==> config.mk <==
export PLATFORM = sky130hd
export DESIGN_NAME = mult_arbiter_flat
export DESIGN_NICKNAME = d
export VERILOG_FILES = /design/src/rtl/mult_arbiter_if.sv /design/src/rtl/mult_arbiter.sv /design/src/flat_wrapper.sv
export SDC_FILE = /design/constraint.sdc
export NUM_CORES = 1
export LEC_CHECK = 0
export ABC_AREA = 1
export CAP_MARGIN = 20
export CORE_UTILIZATION = 45
export CTS_CLUSTER_SIZE = 14
export DETAILED_ROUTE_END_ITERATION = 8
export GPL_TIMING_DRIVEN = 0
export HOLD_SLACK_MARGIN = 0.15
export PLACE_DENSITY_LB_ADDON = 0.08
export SLEW_MARGIN = 10
export SYNTH_ARGS = -nofsm -noshare
export SYNTH_HDL_FRONTEND = slang
export SYNTH_SLANG_ARGS = --single-unit
==> constraint.sdc <==
create_clock -name clk -period 3.6 [get_ports clk]
set_input_delay 0.72 -clock clk [delete_from_list [all_inputs] [get_ports clk]]
set_output_delay 0.72 -clock clk [all_outputs]
set_load 0.01 [all_outputs]
==> src/rtl/mult_arbiter_if.sv <==
// rtl/mult_arbiter_if.sv - client-side request/response bundle for mult_arbiter
interface mult_arbiter_if #(
    parameter int width_p = 8,
    parameter int NUM_REQ = 4
);
    logic [NUM_REQ-1:0]         req_valid;
    logic [NUM_REQ-1:0]         req_ready;
    logic [NUM_REQ*width_p-1:0] req_multiplicand;
    logic [NUM_REQ*width_p-1:0] req_multiplier;
    logic [NUM_REQ-1:0]         rsp_valid;
    logic [NUM_REQ-1:0]         rsp_ready;
    logic [2*width_p-1:0]       rsp_product;
    logic                       rsp_err;

    modport master (
        output req_valid, req_multiplicand, req_multiplier, rsp_ready,
        input  req_ready, rsp_valid, rsp_product, rsp_err
    );

    modport slave (
        input  req_valid, req_multiplicand, req_multiplier, rsp_ready,
        output req_ready, rsp_valid, rsp_product, rsp_err
    );
endinterface

==> src/rtl/mult_arbiter.sv <==
// rtl/mult_arbiter.sv - round-robin sequencer sharing one shift-add multiplier among NUM_REQ clients
module mult_arbiter #(
    parameter int width_p = 8,
    parameter int NUM_REQ = 4,
    parameter int TIMEOUT = 64,
    localparam int OW = $clog2(NUM_REQ),
    localparam int CW = $clog2(TIMEOUT + 1)
) (
    input  logic                 clk,
    input  logic                 reset,
    mult_arbiter_if.slave        client,
    output logic                 mult_reset_n,
    output logic                 mult_start,
    output logic [width_p-1:0]   mult_multiplicand,
    output logic [width_p-1:0]   mult_multiplier,
    input  logic                 mult_ready,
    input  logic                 mult_done,
    input  logic [2*width_p-1:0] mult_product,
    output logic [OW-1:0]        owner,
    output logic                 busy
);
    typedef enum logic [1:0] {IDLE, ISSUE, WAIT, RESP} state_t;

    state_t               state, state_nxt;
    logic [OW-1:0]        last_grant;
    logic [OW-1:0]        grant;
    logic [CW-1:0]        cnt;
    logic [2*width_p-1:0] result;
    logic                 err;
    logic                 accept;
    logic                 rsp_hs;
    logic                 timeout_hit;

    assign mult_reset_n       = ~reset;
    assign client.rsp_product = result;
    assign client.rsp_err     = err;

    // First requester at or after last_grant+1, wrapping around.
    always_comb begin
        logic found;
        found = 1'b0;
        grant = last_grant;
        for (int k = 1; k <= NUM_REQ; k++) begin
            if (!found && client.req_valid[(int'(last_grant) + k) % NUM_REQ]) begin
                grant = OW'((int'(last_grant) + k) % NUM_REQ);
                found = 1'b1;
            end
        end
    end

    assign accept      = (state == IDLE) && mult_ready && (|client.req_valid);
    assign rsp_hs      = (state == RESP) && client.rsp_ready[owner];
    assign timeout_hit = (cnt == CW'(TIMEOUT - 1));

    always_ff @(posedge clk) begin
        if (reset) state <= IDLE;
        else       state <= state_nxt;
    end

    always_comb begin
        state_nxt = state;
        case (state)
            IDLE:    if (accept) state_nxt = ISSUE;
            ISSUE:   state_nxt = WAIT;
            WAIT:    if (mult_done || timeout_hit) state_nxt = RESP;
            RESP:    if (rsp_hs) state_nxt = IDLE;
            default: state_nxt = IDLE;
        endcase
    end

    always_comb begin
        client.req_ready = '0;
        client.rsp_valid = '0;
        if (accept) client.req_ready[grant] = 1'b1;
        if (state == RESP) client.rsp_valid[owner] = 1'b1;
        mult_start = (state == ISSUE);
        busy       = (state != IDLE);
    end

    always_ff @(posedge clk) begin
        if (reset) begin
            last_grant        <= OW'(NUM_REQ - 1);
            owner             <= '0;
            cnt               <= '0;
            result            <= '0;
            err               <= 1'b0;
            mult_multiplicand <= '0;
            mult_multiplier   <= '0;
        end else begin
            case (state)
                IDLE: if (accept) begin
                    owner             <= grant;
                    mult_multiplicand <= client.req_multiplicand[grant*width_p +: width_p];
                    mult_multiplier   <= client.req_multiplier[grant*width_p +: width_p];
                end
                ISSUE: cnt <= '0;
                WAIT: begin
                    cnt <= cnt + CW'(1);
                    // A done arriving in the same cycle as the timeout still wins.
                    if (mult_done) begin
                        result <= mult_product;
                        err    <= 1'b0;
                    end else if (timeout_hit) begin
                        result <= '0;
                        err    <= 1'b1;
                    end
                end
                RESP: if (rsp_hs) last_grant <= owner;
                default: ;
            endcase
        end
    end
endmodule

==> src/flat_wrapper.sv <==
// flat-port wrapper written by rule: the top's interface ports become plain ports
module mult_arbiter_flat 
#(
    parameter int width_p = 8,
    parameter int NUM_REQ = 4,
    parameter int TIMEOUT = 64,
    localparam int OW = $clog2(NUM_REQ),
    localparam int CW = $clog2(TIMEOUT + 1)
)
  (clk, reset, mult_reset_n, mult_start, mult_multiplicand, mult_multiplier, mult_ready, mult_done, mult_product, owner, busy, client_req_valid, client_req_multiplicand, client_req_multiplier, client_rsp_ready, client_req_ready, client_rsp_valid, client_rsp_product, client_rsp_err);
  mult_arbiter_if #(.width_p(width_p), .NUM_REQ(NUM_REQ)) client_i ();
  input  logic clk;
  input  logic reset;
  output logic mult_reset_n;
  output logic mult_start;
  output logic [width_p-1:0] mult_multiplicand;
  output logic [width_p-1:0] mult_multiplier;
  input  logic mult_ready;
  input  logic mult_done;
  input  logic [2*width_p-1:0] mult_product;
  output logic [OW-1:0] owner;
  output logic busy;
  input wire logic [$bits(client_i.req_valid)-1:0] client_req_valid;
  input wire logic [$bits(client_i.req_multiplicand)-1:0] client_req_multiplicand;
  input wire logic [$bits(client_i.req_multiplier)-1:0] client_req_multiplier;
  input wire logic [$bits(client_i.rsp_ready)-1:0] client_rsp_ready;
  output wire logic [$bits(client_i.req_ready)-1:0] client_req_ready;
  output wire logic [$bits(client_i.rsp_valid)-1:0] client_rsp_valid;
  output wire logic [$bits(client_i.rsp_product)-1:0] client_rsp_product;
  output wire logic [$bits(client_i.rsp_err)-1:0] client_rsp_err;
  assign client_i.req_valid = client_req_valid;
  assign client_i.req_multiplicand = client_req_multiplicand;
  assign client_i.req_multiplier = client_req_multiplier;
  assign client_i.rsp_ready = client_rsp_ready;
  assign client_req_ready = client_i.req_ready;
  assign client_rsp_valid = client_i.rsp_valid;
  assign client_rsp_product = client_i.rsp_product;
  assign client_rsp_err = client_i.rsp_err;
  mult_arbiter #(.width_p(width_p), .NUM_REQ(NUM_REQ), .TIMEOUT(TIMEOUT)) u_core (.clk(clk), .reset(reset), .client(client_i), .mult_reset_n(mult_reset_n), .mult_start(mult_start), .mult_multiplicand(mult_multiplicand), .mult_multiplier(mult_multiplier), .mult_ready(mult_ready), .mult_done(mult_done), .mult_product(mult_product), .owner(owner), .busy(busy));
endmodule
**Word-level counts from Yosys, hierarchy flattened**

Cells that the tools add are included.

- $add $sub $neg: 5
- Order comparisons: 8
- Equal/unequal tests: 7
- Shifts and indexed selects: 2
- Multiplexer cells: 36
- Bitwise logic cells: 5
- Reductions and logical operators: 25

Operator list:

| kind | number |
|---|---|
| 32-bit by 6-bit variable part select with 8-bit output | 2 |
| 16-bit 2-to-1 mux | 2 |
| 3-bit by 4-bit less-than comparator with 1-bit output (second input constant) | 4 |
| 1-bit 2-to-1 mux | 16 |
| 2-bit 2-to-1 mux | 7 |
| 7-bit case mux with 2 select lines | 1 |
| 1-bit binary-select mux with 2-bit select | 5 |
| 1-bit logical AND | 8 |
| 4-bit 2-to-1 mux | 2 |
| 2-bit case mux with 4 select lines | 1 |
| 2-bit OR reduction | 4 |
| 7-bit by 1-bit adder with 7-bit output (second input constant) | 1 |
| 7-bit by 6-bit == test with 1-bit output (second input constant) | 1 |
| 2-bit by 3-bit less-than comparator with 1-bit output (second input constant) | 2 |
| 2-bit by 1-bit != test with 1-bit output (second input constant) | 3 |
| 2-bit AND reduction | 3 |
| 2-bit nonzero test | 3 |
| 2-bit by 1-bit adder with 2-bit output (second input constant) | 2 |
| 2-bit adder (second input constant) | 2 |
| 1-bit AND (first input constant) | 4 |
| 1-bit demux with 2-bit select | 2 |
| 2-bit == test (second input constant) | 2 |
| 2-bit by 1-bit >= comparator with 1-bit output (second input constant) | 2 |
| 4-bit OR reduction | 1 |
| 6 further kinds | 8 |

- Register bits after elaboration: 46
- Bits of input ports: 92
- Output and inout port bits: 46
- Logic and storage cells: 96

**Longest topological paths before layout**

Gate-level depths: netlist (run 1).

- Depth in word-level cells: 21
- Gate-level depth with buffers: 17
- Gate-level depth less buffers: 15

**Worst setup path before layout (run 1)**

No wires, ideal clock.

- Path type: input -> output
- From: input port client_req_valid[2]
- To: output port client_req_ready[3]
- Data arrival time: 1830 ps
- Data required time: 2880 ps
- Path slack: 1050 ps
- Stages on the path: 11
- Buffers on the path: 1
- Path through: nand2_1 -> nand2_1 -> nand2_2 -> nand2_4 -> nand2_4 -> nand2_4 -> nand2_4 -> nand2_8 -> buf_12 -> inv_2 -> nor3_1

- Longest elaborated chain between the ends: 18
- Elaborated cells on any way between the ends: 33
- Classes of those cells: order compare: 2; mux: 22; reduce/logical: 9

RTL lines:

| element | line | RTL |
|---|---|---|
| from (decl) | flat_wrapper.sv:23 | `input wire logic [$bits(client_i.req_valid)-1:0] client_req_valid;` |
| 1-bit binary-select mux with 2-bit select | mult_arbiter.sv:44 | `if (!found && client.req_valid[(int'(last_grant) + k) % NUM_REQ]) begin` |
| 1-bit 2-to-1 mux (not written as such) (2 in series) | mult_arbiter.sv:44 |  |
| 1-bit 2-to-1 mux | mult_arbiter.sv:44 |  |
| 1-bit zero test | mult_arbiter.sv:44 |  |
| 1-bit logical AND | mult_arbiter.sv:44 |  |
| 1-bit 2-to-1 mux | mult_arbiter.sv:44 |  |
| 1-bit zero test | mult_arbiter.sv:44 |  |
| 1-bit logical AND | mult_arbiter.sv:44 |  |
| 1-bit 2-to-1 mux | mult_arbiter.sv:44 |  |
| 1-bit zero test | mult_arbiter.sv:44 |  |
| 1-bit logical AND | mult_arbiter.sv:44 |  |
| 2-bit 2-to-1 mux | mult_arbiter.sv:44 |  |
| 2-bit by 3-bit less-than comparator with 1-bit output (not written as such) or 2-bit by 1-bit >= comparator with 1-bit output (tied branches) | mult_arbiter.sv:74 | `if (accept) client.req_ready[grant] = 1'b1;` |
| 1-bit logical AND (not written as such) | mult_arbiter.sv:74 |  |
| 1-bit 2-to-1 mux (not written as such) | mult_arbiter.sv:74 |  |
| 1-bit demux with 2-bit select | n/a |  |
| 4-bit 2-to-1 mux * | mult_arbiter.sv:74 |  |
| to (decl) | flat_wrapper.sv:27 | `output wire logic [$bits(client_i.req_ready)-1:0] client_req_ready;` |

Every way passes the cells marked *; elsewhere a longest branch is shown, timed or not. The select of a mux whose other input is x is not followed.

**Final worst setup path (run 1)**

- From: input port client_req_valid[1]
- To: output port client_req_ready[0]

The elaborated chain is that of the path after synthesis.

==> reports/qor.txt, run 1 <==
status - complete, no violations
final instance area - 4530 µm²
CTS Sinks - 46
Post-Place Setup Slack - -0.0593 ns
Post-Route Skew - 0.00754 ns
largest net degree at the start of global routing - 16
vias per cell - 5.05
reg2reg setup slack - 1.67 ns
RR Startpoint - u_core.cnt[0]
Clock Path Buffers - 2
post-synth cell types - 29
Clock transition at path regs - 0.09 ns
top sig layer - met4
clk_lat worst skew - 0.30 ns
clk root buf - clkbuf_8
synthesized flop and latch total - 46
clock power share - 12.9%
GR Overflow Total - 0
drt drc - 0
Initial Utilization - 46.9%
Final Max Slew Viols - 0
First-pass DRT Iterations - 4
Mapped Cells - 462
DRT antenna net count - 0
sequential standard cell area - 921 µm²
Pwr per Cell Area - 544 nW/µm²
Final WS setup - 0.218 ns
startpoint types - input pin
Worst Tran Pin Value - 0.594 ns
max-cap violation count - 0
CP endpoint kind - output port
CP max FO - 10
post-synth net total - 560
layout cell share with drive strength beyond 1 - 10.0%
register area share after synthesis - 30.9%
post-synthesis cell area - 2980 µm²
TritonCTS Buffers - 5
Syn-to-layout area delta - 52.2%
initial drt markers - 143
Cell Int Power - 0.00140 W
M1 WL - 3830 µm
synthesized area per cell - 6.44 µm²
gr usage total - 25.5%
CTS tree - built
Hold-fix buffers, CTS - 0
worst setup path startpoint - client_req_valid[1]
Layout fillers - 571
P_sw - 0.00106 W
IO Count - 138
met2 routed WL - 4350 µm
initial antenna violation count - 0
WL/cell - 13.1 µm
Die Ht - 83.3 µm
Setup CP Type - in2out
Util after Layout - 71.3%
Core Rows - 29
Final Cycle Share - 93.9%
Core ar. - 6350 µm²
switching portion of total power - 43.0%
Final HPWL DP - 7030 µm
peak supply drop - 332 µV
Slew headroom - 60.0%
unrepaired setup endpoints after global routing - no
final hold viol count - 0
fin crit period - 3.38 ns
port bufs - 136
yosys warns - 0
Area after DPL - 4430 µm²
Worst EP arrival - 2.66 ns
Combinational Power Share - 59.2%
first-pass GRT wire length - 14,600 µm
GP Congestion - 0.844
Fin Hold WS - 0.466 ns
Reg-to-Reg End - u_core.client.rsp_product[7]
LEAKAGE - 2.05 nW
vias in the first global route - 3,283
fmax - 296 MHz
total number of vias - 3,451
Worst Setup EP - client_req_ready[0]
multi-input logic area - 1740 µm²
Reg power frac - 28.0%
worst min-delay path class - reg2reg
R2R cell count - 9
final net count - 704
Die ar. - 6940 µm²
n_diodes - 0
final setup vio count - 0
chip width - 83.3 µm
DR WL met3 - 711 µm
H-tree depth - 2
CP required - 2.88 ns
Routed WL - 8960 µm
worst min path at each step:
stage / to / depth (start not counted) / from
after CTS: u_core.client.rsp_product[1] / 2 / u_core.client.rsp_product[1]
after global placement: u_core.client.rsp_product[1] / 2 / u_core.client.rsp_product[1]
final: u_core.client.rsp_product[1] / 2 / u_core.client.rsp_product[1]
after floorplan: u_core.cnt[1] / 2 / u_core.cnt[1]
after detailed placement: u_core.client.rsp_product[1] / 2 / u_core.client.rsp_product[1]
after global routing: u_core.client.rsp_product[4] / 2 / u_core.client.rsp_product[4]
stage by stage:
stage | std cells | total power, W | TNS (ns)
floorplan | 462 | 0.00161 | 0
global placement | 675 | 0.00211 | -0.0626
detailed placement | 675 | 0.00215 | -0.138
CTS | 684 | 0.00247 | 0
global route | 684 | 0.00267 | 0
finish | 684 | 0.00246 | 0
what timing repair did:
| action | in CTS | in global routing |
|---|---|---|
| setup endpoints to repair | 4 | 1 |
| buffers inserted | 1 | 0 |
| pin swaps | 1 | 0 |
| gates resized for setup | 3 | 1 |
cells in the final DEF (no fill, tap or decap), drive strengths merged:
| master | n |
|---|---|
| buf | 16 |
| o21bai | 1 |
| a21oi | 25 |
| dlygate4sd2 | 3 |
| o211ai | 4 |
| nor3b | 3 |
| clkbuf | 12 |
| o22ai | 1 |
| nor3 | 10 |
| nor2 | 44 |
| clkdlybuf4s50 | 132 |
| inv | 35 |
| nand2 | 178 |
| ha | 6 |
| clkinv | 4 |
| dlymetal6s2s | 1 |
| o21ai | 5 |
| clkinvlp | 1 |
| dfxtp | 46 |
| nand4 | 2 |
| nand3 | 78 |
state kept, by name (all words and copies together), names as in the netlist:
| name | flops |
|---|---|
| u_core.owner | 2 |
| u_core.state | 2 |
| u_core.client.rsp_err | 1 |
| u_core.cnt | 7 |
| u_core.client.rsp_product | 16 |
| u_core.mult_multiplier | 8 |
| u_core.mult_multiplicand | 8 |
| u_core.last_grant | 2 |
routing by layer:
layer | up-vias | track usage, %
met5 | - | 0
met4 | 0 | 6.74
met3 | 6 | 5.47
met2 | 125 | 45.8
met1 | 1548 | 30.6
li1 | 1772 | -
power by group through the flow:
stage          clock network [W]  logic, W  registers (W)
2_1_floorplan                  0  0.000882       0.000730
3_3_place_gp                   0   0.00142       0.000696
3_5_place_dp                   0   0.00145       0.000699
4_1_cts                 0.000323   0.00146       0.000688
5_1_grt                 0.000342   0.00162       0.000703
6_report                0.000317   0.00146       0.000689
cells in the mapped netlist:
cell	count	share of area [%]
clkinv_1	2	0.25
nor3b_1	3	0.76
a21oi_1	25	4.2
inv_2	3	0.38
nor3_1	10	1.7
nand3_2	2	0.67
nand2_2	19	4.0
dfxtp_1	46	31
nand2_4	7	2.6
o21ai_4	1	0.55
nand2_8	1	0.67
buf_6	6	2.3
o22ai_1	1	0.21
nand2_1	151	19
nor2_1	44	5.5
nand3_4	2	1.2
o21ai_0	4	0.67
o211ai_1	4	1.0
nand3_1	74	12
buf_1	1	0.13
clkbuf_1	7	0.88
inv_1	30	3.8
buf_4	4	1.0
buf_12	1	0.67
buf_2	3	0.50
inv_6	2	0.59
o21bai_2	1	0.38
nand4_1	2	0.42
ha_1	6	2.5
critical path, cell delays in order:
cell             delay, ns
clkdlybuf4s50_1       0.51
nand2_1               0.06
nand3_1               0.09
nand2_2               0.13
nand2_4               0.13
nand2_4               0.06
nand2_4               0.13
nand2_8               0.09
buf_12                0.16
inv_2                 0.06
nand2_1               0.09
nor2_1                0.11
dlygate4sd2_1         0.30
cells by family after synthesis:
kind of cell             share of synthesized area, %
AO/OA/AOI/OAI                                    7.02
adder cells (fa/ha/maj)                          2.52
buffers and inverters                            10.5
flip-flops                                       30.9
AND/OR/NAND/NOR                                  49.1
layout make-up:
| type | instances | area share (%) |
|---|---|---|
| buffer | 22 | 3.59 |
| clock buffer | 5 | 1.52 |
| clock inverter | 3 | 0.469 |
| inverter | 37 | 3.29 |
| multi-input combinational | 357 | 38.5 |
| sequential | 46 | 20.3 |
| tap | 77 | 2.13 |
| timing repair buffer | 137 | 30.2 |
Power figures use the tool's default switching activity.
==> run 2: changes to the inputs <==
--- a/config.mk
+++ b/config.mk
@@ -10,7 +10,6 @@
 export CORE_UTILIZATION = 45
 export CTS_CLUSTER_SIZE = 14
 export DETAILED_ROUTE_END_ITERATION = 8
-export GPL_TIMING_DRIVEN = 0
 export HOLD_SLACK_MARGIN = 0.15
 export PLACE_DENSITY_LB_ADDON = 0.08
 export SLEW_MARGIN = 10
==> reports/qor.txt, run 2 (synthesis gave the netlist of run 1 again) <==
peak supply drop - 370 µV
switching portion of total power - 40.3%
clk root buf - clkbuf_8
final net count - 689
Reg-to-Reg End - u_core.mult_multiplier[5]
Final HPWL DP - 6370 µm
total power - 0.00254 W
multi-input logic area - 1740 µm²
total number of vias - 3,330
R2R cell count - 15
commonest non-fill, non-tap cells in the layout - 151 x nand2_1, 137 x clkdlybuf4s50_1, 74 x nand3_1
unrepaired setup endpoints after global routing - no
port bufs - 137
layout cell share with drive strength beyond 1 - 8.95%
Cells after DPL - 661
Core ar. - 6350 µm²
Initial Utilization - 46.9%
Hold-fix buffers, CTS - 0
IO Count - 138
Critical Path Max Stage Delay - 0.59 ns
CTS tree - built
P_sw - 0.00102 W
initial drt markers - 155
startpoint types - input pin
CP max FO - 3
RR Startpoint - u_core.last_grant[0]
Die ar. - 6940 µm²
post-route non-filler standard cell count - 669
most frequent CP cell - nand2_4
post-CTS sizing - 0
sequential standard cell area - 921 µm²
reg2reg setup slack - 1.35 ns
Pwr per Cell Area - 567 nW/µm²
fmax - 289 MHz
final setup vio count - 0
H-tree depth - 2
Routed WL - 8520 µm
n_diodes - 0
worst path cell trace - clkdlybuf4s50_1, nand2_1, nand2_1, nand2_2, nand2_4, nand2_4, nand2_4, nand2_4, nand2_8, inv_2, nor3_1, clkdlybuf4s50_1
final hold viol count - 0
commonest non-fill, non-tap cell in the layout - nand2_1
Worst EP arrival - 2.74 ns
Clock transition at path regs - 0.08 ns
status - complete, no violations
Die Ht - 83.3 µm
Layout fillers - 546
worst min-delay path class - reg2reg
Worst Min Path Start - u_core.client.rsp_product[12]
Final Cycle Share - 96.2%
Reg power frac - 27.1%
Slew headroom - 60.8%
clock power share - 18.3%
gr usage total - 23.8%
hold path cells - 2
slowest cell on the critical path - clkdlybuf4s50_1
hold path endpoint - u_core.client.rsp_product[12]
clk_lat worst skew - 0.30 ns
WL/cell - 12.7 µm
CTS Sinks - 46
GP Congestion - 0.876
Clock Path Buffers - 2
Post-Route Skew - 0.0131 ns
Fin Setup TNS - 0 ns
vias in the first global route - 3,083
initial antenna violation count - 0
First-pass DRT Iterations - 4
fin crit period - 3.46 ns
Worst Tran Pin Value - 0.581 ns
drt drc - 0
TritonCTS Buffers - 5
Syn-to-layout area delta - 50.4%
CP endpoint kind - output port
Fin Hold WS - 0.464 ns
# Post-CTS Setup Buffers - 0
Final Max Slew Viols - 0
CP required - 2.88 ns
max reg flops - 16
Post-Place Setup Slack - 0.154 ns
Final WS setup - 0.136 ns
vias per cell - 4.98
Cell Int Power - 0.00152 W
DRT antenna net count - 0
LEAKAGE - 1.99 nW
Combinational Power Share - 54.6%
largest net degree at the start of global routing - 36
chip width - 83.3 µm
first-pass GRT wire length - 13,800 µm
Setup CP Type - in2out
GR Overflow Total - 0
Core Rows - 29
max-cap violation count - 0
## run 2: changes by cell type in the layout (fill, tap and decap cells not counted), moves of 2 or more
cell and change:
bufinv_16 +2, buf_4 +2, buf_2 -3, clkbuf_1 -7, clkdlybuf4s50_1 +5, dlygate4sd2_1 -3, buf_6 -6
## run 2: metal layers
metal	routed length, µm	vias to the layer above	global-route usage (%)	share of wire (%)
met5	0	-	0	0
met4	104	0	6.74	1.2
met3	679	8	5.37	8.0
met2	3930	135	39.8	46
met1	3800	1455	30.7	45
li1	-	1732	-	-
## run 2: power by group through the flow
stage / registers [W] / clock network, W / logic [W]
6_report: 0.000689 / 0.000464 / 0.00139
5_1_grt: 0.000706 / 0.000490 / 0.00154
4_1_cts: 0.000690 / 0.000476 / 0.00139
3_5_place_dp: 0.000701 / 0 / 0.00138
3_3_place_gp: 0.000696 / 0 / 0.00136
2_1_floorplan: 0.000730 / 0 / 0.000882
## run 2: per-stage QoR
step / utilization, % / area [µm²]
3_3_place_gp: 68.3 / 4330
6_report: 70.5 / 4480
5_1_grt: 70.5 / 4480
2_1_floorplan: - / 2980
4_1_cts: 70.5 / 4480
3_5_place_dp: 68.3 / 4330
## run 2: worst max path at each step
stage                              from  slack (ns)                  end
detailed placement  client_req_valid[2]        0.15  client_req_ready[3]
CTS                 client_req_valid[1]        0.15  client_req_ready[0]
global route        client_req_valid[1]       0.002  client_req_ready[0]
floorplan           client_req_valid[2]        1.05  client_req_ready[3]
finish              client_req_valid[2]        0.14  client_req_ready[3]
global placement    client_req_valid[1]        0.19  client_req_ready[2]
## run 2: critical path: cells and delay by family
family,cells,cell delay [ns]
buffers and inverters,3,1.13
and+or+nand+nor,9,0.89
## run 2: layout make-up
cell class	instances	share of cell area, %
clock buffer	6	1.84
clock inverter	2	1.34
inverter	37	3.33
multi-input combinational	357	39.0
sequential	46	20.6
tap	77	2.15
timing repair buffer	144	31.8
